$ cat src/rtl/paddle_move_scheduler.sv
// Paddle position scheduler: debounces four key inputs, latches one command per
// player on each frame tick and applies them one per clock through a shared write port.
module paddle_move_scheduler #(
   parameter int unsigned Y_MAX  = 112,
   parameter int unsigned Y_INIT = 56,
   parameter int unsigned STEP   = 2,
   parameter int unsigned DEB_N  = 3
) (
   input  logic       clk,
   input  logic       rst,
   input  logic [1:0] key_up,
   input  logic [1:0] key_dn,
   input  logic       frame_tick,
   input  logic       game_run,
   input  logic       recenter,
   output logic [6:0] pad1_y,
   output logic [6:0] pad2_y,
   output logic       upd_valid,
   output logic       upd_player,
   output logic [6:0] upd_y,
   output logic       tick_overrun,
   output logic [1:0] dbg_state,
   output logic       dbg_rr_ptr
);

   localparam int unsigned   CW       = (DEB_N > 1) ? $clog2(DEB_N) : 1;
   localparam logic [CW-1:0] CNT_LAST = CW'(DEB_N - 1);
   localparam logic [7:0]    STEP8    = 8'(STEP);
   localparam logic [7:0]    YMAX8    = 8'(Y_MAX);
   localparam logic [6:0]    YINIT7   = 7'(Y_INIT);

   typedef enum logic [1:0] {
      IDLE = 2'd0,
      ARB1 = 2'd1,
      ARB2 = 2'd2
   } state_t;

   // Filter bits [1:0] are the up keys, [3:2] the down keys, bit index = player within each pair.
   logic [3:0]    raw;
   logic [3:0]    filt_q, filt_d;
   logic [CW-1:0] cnt_q [4];
   logic [CW-1:0] cnt_d [4];

   assign raw = {key_dn, key_up};

   always_comb begin
      filt_d = filt_q;
      for (int i = 0; i < 4; i++) begin
         cnt_d[i] = '0;
         if (raw[i] != filt_q[i]) begin
            if (cnt_q[i] == CNT_LAST) filt_d[i] = raw[i];
            else                      cnt_d[i] = cnt_q[i] + CW'(1);
         end
      end
   end

   logic [1:0] cmd_up, cmd_dn;
   assign cmd_up = filt_q[1:0] & ~filt_q[3:2];
   assign cmd_dn = filt_q[3:2] & ~filt_q[1:0];

   // Widened to 8 bits so neither the subtract nor the add can wrap before clamping.
   function automatic logic [6:0] next_pos(input logic [6:0] y, input logic up);
      logic [7:0] y8;
      logic [7:0] r;
      y8 = {1'b0, y};
      if (up) r = (y8 < STEP8) ? 8'd0 : (y8 - STEP8);
      else    r = ((y8 + STEP8) > YMAX8) ? YMAX8 : (y8 + STEP8);
      return 7'(r);
   endfunction

   state_t     state_q, state_d;
   logic [1:0] lat_up_q, lat_up_d, lat_dn_q, lat_dn_d;
   logic       rr_q, rr_d;
   logic [6:0] pad1_q, pad1_d, pad2_q, pad2_d;
   logic       upd_valid_q, upd_valid_d, upd_player_q, upd_player_d;
   logic [6:0] upd_y_q, upd_y_d;
   logic       ovr_q, ovr_d;
   logic [1:0] pend;
   logic       grant, gp;
   logic [6:0] new_y;

   assign pend = lat_up_q | lat_dn_q;

   always_comb begin
      state_d      = state_q;
      lat_up_d     = lat_up_q;
      lat_dn_d     = lat_dn_q;
      rr_d         = rr_q;
      pad1_d       = pad1_q;
      pad2_d       = pad2_q;
      upd_valid_d  = 1'b0;
      upd_player_d = 1'b0;
      upd_y_d      = '0;
      grant        = 1'b0;
      gp           = 1'b0;
      new_y        = '0;
      ovr_d        = (state_q != IDLE) && frame_tick && game_run && !recenter;

      case (state_q)
         IDLE: begin
            if (frame_tick && game_run) begin
               lat_up_d = cmd_up;
               lat_dn_d = cmd_dn;
               state_d  = ARB1;
            end
         end
         // Only the first grant of a round moves the priority pointer, so the
         // player served first alternates from one round to the next.
         ARB1: begin
            if (pend == 2'b00) begin
               state_d = IDLE;
            end else begin
               grant   = 1'b1;
               gp      = pend[rr_q] ? rr_q : ~rr_q;
               rr_d    = ~gp;
               state_d = pend[~gp] ? ARB2 : IDLE;
            end
         end
         ARB2: begin
            grant   = (pend != 2'b00);
            gp      = pend[1];
            state_d = IDLE;
         end
         default: state_d = IDLE;
      endcase

      // upd_valid is a one-cycle strobe with no back-pressure; player and y are
      // meaningful only while it is high and match the pad register shown that cycle.
      if (grant) begin
         new_y = next_pos(gp ? pad2_q : pad1_q, lat_up_q[gp]);
         if (gp) pad2_d = new_y;
         else    pad1_d = new_y;
         lat_up_d[gp] = 1'b0;
         lat_dn_d[gp] = 1'b0;
         upd_valid_d  = 1'b1;
         upd_player_d = gp;
         upd_y_d      = new_y;
      end

      if (recenter) begin
         state_d      = IDLE;
         lat_up_d     = '0;
         lat_dn_d     = '0;
         rr_d         = rr_q;
         pad1_d       = YINIT7;
         pad2_d       = YINIT7;
         upd_valid_d  = 1'b0;
         upd_player_d = 1'b0;
         upd_y_d      = '0;
      end
   end

   always_ff @(posedge clk or negedge rst) begin
      if (!rst) begin
         filt_q       <= '0;
         for (int i = 0; i < 4; i++) cnt_q[i] <= '0;
         state_q      <= IDLE;
         lat_up_q     <= '0;
         lat_dn_q     <= '0;
         rr_q         <= 1'b0;
         pad1_q       <= YINIT7;
         pad2_q       <= YINIT7;
         upd_valid_q  <= 1'b0;
         upd_player_q <= 1'b0;
         upd_y_q      <= '0;
         ovr_q        <= 1'b0;
      end else begin
         filt_q       <= filt_d;
         for (int i = 0; i < 4; i++) cnt_q[i] <= cnt_d[i];
         state_q      <= state_d;
         lat_up_q     <= lat_up_d;
         lat_dn_q     <= lat_dn_d;
         rr_q         <= rr_d;
         pad1_q       <= pad1_d;
         pad2_q       <= pad2_d;
         upd_valid_q  <= upd_valid_d;
         upd_player_q <= upd_player_d;
         upd_y_q      <= upd_y_d;
         ovr_q        <= ovr_d;
      end
   end

   assign pad1_y       = pad1_q;
   assign pad2_y       = pad2_q;
   assign upd_valid    = upd_valid_q;
   assign upd_player   = upd_player_q;
   assign upd_y        = upd_y_q;
   assign tick_overrun = ovr_q;
   assign dbg_state    = state_q;
   assign dbg_rr_ptr   = rr_q;

endmodule

$ cat config.mk
export PLATFORM = sky130hd
export DESIGN_NAME = paddle_move_scheduler
export DESIGN_NICKNAME = d
export VERILOG_FILES = /design/src/rtl/paddle_move_scheduler.sv
export SDC_FILE = /design/constraint.sdc
export NUM_CORES = 1
export LEC_CHECK = 0
export BUFFER_PORTS_ARGS = -buffer_cell sky130_fd_sc_hd__clkbuf_2
export CORE_UTILIZATION = 25
export CTS_CLUSTER_SIZE = 25
export DETAILED_ROUTE_END_ITERATION = 10
export PLACE_DENSITY = 0.43
export SETUP_SLACK_MARGIN = 0.15
export SYNTH_ARGS = -nofsm -noshare
export SYNTH_HDL_FRONTEND = slang
export SYNTH_SLANG_ARGS = --single-unit
$ cat constraint.sdc
create_clock -name clk -period 2.9 [get_ports clk]
set_input_delay 0.145 -clock clk [delete_from_list [all_inputs] [get_ports clk]]
set_output_delay 0.145 -clock clk [all_outputs]
set_load 0.05 [all_outputs]
== After elaboration in Yosys (flattened, before gate mapping) ==
Index checks and enable logic that the tools add are counted.

* Output and inout bits: 27
* Bits in registers: 43
* Bits of input ports: 9

* Reduce and logical (&&, ||, !) cells: 19
* Add/sub/neg operators: 6
* Bitwise operators: 12
* Multiplexer cells: 50
* $lt $le $gt $ge: 6
* Eq/ne operators: 12

{| class="wikitable"
|+ Operators with widths
! operator !! count
|-
| 7-bit 2-to-1 mux || 12
|-
| 2-bit 2-to-1 mux || 20
|-
| 1-bit 2-to-1 mux || 14
|-
| 2-bit AND reduction || 6
|-
| 2-bit equality test (second input constant) || 5
|-
| 2-bit by 1-bit adder with 2-bit output (second input constant) || 4
|-
| 7-bit by 2-bit adder with 8-bit output (second input constant) || 1
|-
| 2-bit AND || 4
|-
| 8-bit by 7-bit > comparator with 1-bit output (second input constant) || 1
|-
| 2-bit nonzero test || 4
|-
| 7-bit by 2-bit < comparator with 1-bit output (second input constant) || 1
|-
| 7-bit by 2-bit subtractor with 7-bit output (second input constant) || 1
|-
| 1-bit by 2-bit < comparator with 1-bit output (second input constant) || 3
|-
| 2-bit inverter || 3
|-
| 1-bit logical AND || 5
|-
| 2-bit zero test || 2
|-
| 1-bit != test || 4
|-
| 1-bit inverter || 4
|-
| 1-bit case mux with 2 select lines || 2
|-
| 2-bit case mux with 2 select lines || 1
|-
| 3-bit != test (second input constant) || 1
|-
| 3-bit AND reduction || 1
|-
| 2-bit by 1-bit equality test with 1-bit output (second input constant) || 1
|-
| 2-bit != test (second input constant) || 1
|-
| other kinds (4) || 4
|}

== Depth between registers and ports, before layout ==
* Depth after elaboration: 14
* Mapped depth: 10

== Worst setup path before layout ==
No wires, ideal clock.

* Path type: flip-flop to flip-flop
* From: reg state_q[0] (netlist: dbg_state[0])
* To: reg upd_y_q[5] (netlist: upd_y[5])
* Cell stages (with the launch flop): 10
* Period minus slack after synthesis: 2.623 ns
* Path slack: 0.277 ns
* Library setup time: 0.086 ns
* Required time: 2.814 ns
* Arrival time: 2.537 ns
* Cells stage by stage: dfrtp_1 -> inv_1 -> ha_1 -> o21ai_1 -> a211o_1 -> buf_6 -> o21ai_0 -> o21a_1 -> mux2_4 -> nor3_1

* Word-level cells in the longest chain between the ends: 9

{| class="wikitable"
|+ RTL lines
! item !! RTL line !! RTL
|-
| start: declaration || 71 || <nowiki>state_t state_q, state_d;</nowiki>
|-
| start signal: assignment || 170 || <nowiki>state_q <= state_d;</nowiki>
|-
| 2-bit equality test or 2-bit by 1-bit equality test with 1-bit output (tied branches) || 99 || <nowiki>case (state_q)</nowiki>
|-
| 1-bit case mux with 2 select lines || 99 ||
|-
| 7-bit 2-to-1 mux || 130 || <nowiki>new_y = next_pos(gp ? pad2_q : pad1_q, lat_up_q[gp]);</nowiki>
|-
| 7-bit by 2-bit adder with 8-bit output || 67 || <nowiki>else r = ((y8 + STEP8) > YMAX8) ? YMAX8 : (y8 + STEP8);</nowiki>
|-
| 8-bit by 7-bit > comparator with 1-bit output || 67 ||
|-
| 7-bit 2-to-1 mux || 67 ||
|-
| 7-bit 2-to-1 mux || 66 || <nowiki>if (up) r = (y8 < STEP8) ? 8'd0 : (y8 - STEP8);</nowiki>
|-
| 7-bit 2-to-1 mux (*) || 129 || <nowiki>if (grant) begin</nowiki>
|-
| 7-bit 2-to-1 mux (*) || 140 || <nowiki>if (recenter) begin</nowiki>
|-
| named net upd_y_d[5] || 76 || <nowiki>logic [6:0] upd_y_q, upd_y_d;</nowiki>
|-
| end signal: assignment || 178 || <nowiki>upd_y_q <= upd_y_d;</nowiki>
|-
| end: declaration || 76 ||
|}

The timed path passes the listed nets; every way through them passes the cells marked *. The select of a mux whose other input is x is not followed.
A chain may end at the register's enable or synchronous reset.

== Worst setup path after layout ==
Ends and elaborated chain as after synthesis.

==> flow_metrics.tcl <==
set metrics [dict create \
    synthFlopType "sky130_fd_sc_hd__dfrtp_1" \
    row_count 35 \
    finalCriticalPeriod_ps 2560 \
    grt_first_pass_wirelength_mm 9.92 \
    gr-usage-all-layers_pct 12.7 \
    synth-seq-cells 43 \
    clk_pin_slew_ps 80 \
    die_area_mm2 0.0100 \
    cts-root-to-sink-buffers 2 \
    vias 1961 \
    numClockSinks 43 \
    floorplan.core_area_mm2 0.00928 \
    worstReg2RegStart "dbg_state[0]$_DFFE_PN0P_" \
    synth_top_cells_by_area "sky130_fd_sc_hd__dfrtp_1 39%, sky130_fd_sc_hd__dfstp_2 6.6%, sky130_fd_sc_hd__a21oi_1 4.2%" \
    crit_start "dbg_state[0]$_DFFE_PN0P_" \
    cts.htree.levels 2 \
    timing.final.hold_violations 0 \
    grt_overflow_total 0 \
    tritoncts "yes" \
    peakVddDrop_v 0.000249 \
    yosys.cell_count.top_type "sky130_fd_sc_hd__dfrtp_1" \
    postSynthAreaPerCell_um2 9.93 \
    antenna_left 0 \
    synth.cells.most_frequent "37 x sky130_fd_sc_hd__dfrtp_1, 20 x sky130_fd_sc_hd__a21oi_1, 20 x sky130_fd_sc_hd__nand2_1, 20 x sky130_fd_sc_hd__nor2_1, 12 x sky130_fd_sc_hd__nor3_1" \
    timing_max_transition_violations_final 0 \
    remaining_drc_errors 0 \
    die_x_um 100 \
    grt_pass1_vias 1932 \
    detail_route.iter0.violations 67 \
    critPathArrivalTime_ps 2760 \
    area_share_of_the_leading_cell_type_in_the_synthesized_netlist_pct 38.5 \
    setup_violating_endpoint_count_in_the_final_report 0 \
    drt_first_pass_iters 4 \
    async_reset_ff_share_pct 100 \
    timing.slew.headroom_pct 52.7 \
    final_layout_size_suffix_gt1_share_pct 27.8 \
    vias_per_cell 4.75 \
    cp_max_fo 11 \
    netlist_instances 242 \
    synth.yosys.seq_area_share_pct 45.1 \
    powerDensity_mw_per_mm2 509 \
    tritoncts.num_buffers 5 \
    dieHeight_um 100 \
    critical_path_required_ps 3110 \
    finish.utilization_pct 30.7 \
    yosys_warnings 0 \
    worst_slew_pin_slew_ps 709 \
    synth_largest_area_cell "sky130_fd_sc_hd__dfrtp_1" \
    detail_route.wl_per_cell_um 14.4 \
    post_synth_edffs 0 \
    antenna_violations_before_repair 0 \
    ios 36 \
    place.gp.congestion 0.774 \
    starting_density_of_the_core_pct 25.9 \
    design.final.nets 295 \
    cp-end-kind "register" \
    fmax_mhz 391 \
    flow.area_growth_from_synthesis_pct 18.7 \
    period_utilization_post_route_pct 88.1 \
    synth.distinct_cells 56 \
    min_from "key_dn[1]" \
    rsz0062_at_grt "false" \
    grt_start_max_net_pins 29 \
    num_antenna_cells 0 \
    timing.setup.tns_ps 0 \
    cts_root_buf "sky130_fd_sc_hd__clkbuf_8" \
    maxCapViolCount 0 \
    startpoint_type "register" \
    run_status "finished clean" \
    netlist_area_mm2 0.00240 \
    post-dp-hpwl_mm 4.31 \
    total_leakage_power_nw 1.21 \
    worstHoldPathType "in -> reg" \
    clk_latency_ps 290 \
    detail_route.wirelength_mm 5.94 \
    io_buffers 35 \
    critical_path_class "reg -> reg" \
    finClkSkew_ps 5.65 \
    postSynthNetCount 254 \
]
[report_power, final]
group | internal [mW] | total, mW | switching (mW)
Clock | 0.169 | 0.375 | 0.205
Combinational | 0.147 | 0.309 | 0.162
Sequential | 0.691 | 0.770 | 0.0793
[stage by stage]
step	cells	total power, mW	area, µm²	worst slack (ps)	hold slack (ps)
3_5_place_dp	404	1.09	2760	292	241
2_1_floorplan	242	1.00	2400	277	-151
5_1_grt	413	1.55	2850	168	99.7
3_3_place_gp	404	1.09	2760	380	232
6_report	413	1.45	2850	344	109
4_1_cts	413	1.48	2850	265	98.2
[routing by layer]
layer	share of wire, %	track usage (%)	up-vias
li1	-	-	959
met1	49	17.6	950
met2	45	19.3	45
met3	4.7	2.86	7
met4	1.3	5.24	0
met5	0	0	-
[repair_timing]
item / in CTS / in global routing
endpoints found under the setup margin: 0 / 7
setup buffers: 0 / 0
gates resized for setup: 0 / 1
hold buffers: 1 / 0
endpoints found under the hold margin: 21 / 0
[layout by cell type (no fill, tap or decap), types with 3 or more instances in the layout]
master / netlist / routed
sky130_fd_sc_hd__dfrtp_1: 37 / 37
sky130_fd_sc_hd__clkbuf_2: 0 / 35
sky130_fd_sc_hd__a21oi_1: 20 / 20
sky130_fd_sc_hd__nor2_1: 20 / 20
sky130_fd_sc_hd__nand2_1: 20 / 20
sky130_fd_sc_hd__nor3_1: 12 / 12
sky130_fd_sc_hd__nor3b_1: 10 / 10
sky130_fd_sc_hd__buf_4: 0 / 10
sky130_fd_sc_hd__mux2_2: 8 / 8
sky130_fd_sc_hd__a31oi_1: 7 / 7
sky130_fd_sc_hd__xnor2_1: 7 / 7
sky130_fd_sc_hd__dfstp_2: 6 / 6
sky130_fd_sc_hd__nand3_1: 5 / 5
sky130_fd_sc_hd__o31ai_1: 5 / 5
sky130_fd_sc_hd__clkbuf_8: 0 / 5
sky130_fd_sc_hd__o21a_1: 4 / 4
sky130_fd_sc_hd__inv_1: 4 / 4
sky130_fd_sc_hd__o21ai_0: 4 / 4
sky130_fd_sc_hd__nand2b_1: 4 / 4
sky130_fd_sc_hd__o21ai_1: 3 / 3
sky130_fd_sc_hd__and2_1: 3 / 3
sky130_fd_sc_hd__nand3b_1: 3 / 3
sky130_fd_sc_hd__or3_1: 3 / 3
sky130_fd_sc_hd__nor2b_1: 3 / 3
sky130_fd_sc_hd__ha_1: 3 / 3
[final cells by class]
| cell class | count | area, µm² |
|---|---|---|
| clock buffers | 7 | 76.3 |
| clock inverters | 1 | 5.00 |
| fillers | 1017 | 6430 |
| inverters | 4 | 15.0 |
| multi-input cells | 183 | 1250 |
| flip-flops and latches | 43 | 1080 |
| well taps | 129 | 161 |
| repair buffers | 46 | 260 |
[state kept, by name (all words and copies together) (netlist names)]
name,flops
dbg_rr_ptr,1
upd_player,1
lat_dn_q,2
upd_y,7
cnt_q,8
lat_up_q,2
dbg_state,2
pad2_y,7
filt_q,4
tick_overrun,1
upd_valid,1
pad1_y,7
[cell families (layout without fill, tap and decap cells)]
kind of cell | after synthesis | after routing | synth area share (%)
compound gates | 64 | 64 | 19.5
xor+xnor | 9 | 9 | 3.28
fa+ha+maj | 3 | 3 | 1.56
buf+inv | 16 | 58 | 2.91
flops | 43 | 43 | 45.1
mux | 12 | 12 | 6.35
simple gates | 95 | 95 | 21.3
[final timing paths]
path / cells after the start / endpoint / slack, ps
min: 2 / filt_q[3]$_DFFE_PN0P_ / 110
min in group asynchronous: 2 / pad2_y[0]$_DFFE_PN0P_ / 420
min reg2reg: 1 / cnt_q[0]$_DFF_PN0_ / 440
max: 9 / upd_y[5]$_DFF_PN0_ / 340
max in group asynchronous: 3 / lat_dn_q[1]$_DFF_PN0_ / 1780
max reg2reg: 9 / upd_y[5]$_DFF_PN0_ / 340
[worst max-delay path: stages (launching register included)]
cell and delay (ps):
sky130_fd_sc_hd__dfrtp_1 380, sky130_fd_sc_hd__inv_1 90, sky130_fd_sc_hd__ha_1 300, sky130_fd_sc_hd__o21ai_1 130
sky130_fd_sc_hd__a211o_2 420, sky130_fd_sc_hd__buf_4 210, sky130_fd_sc_hd__nor3_1 180, sky130_fd_sc_hd__o21a_1 240
sky130_fd_sc_hd__mux2_4 330, sky130_fd_sc_hd__nor3_1 180
(Power assumes the default switching activity.)
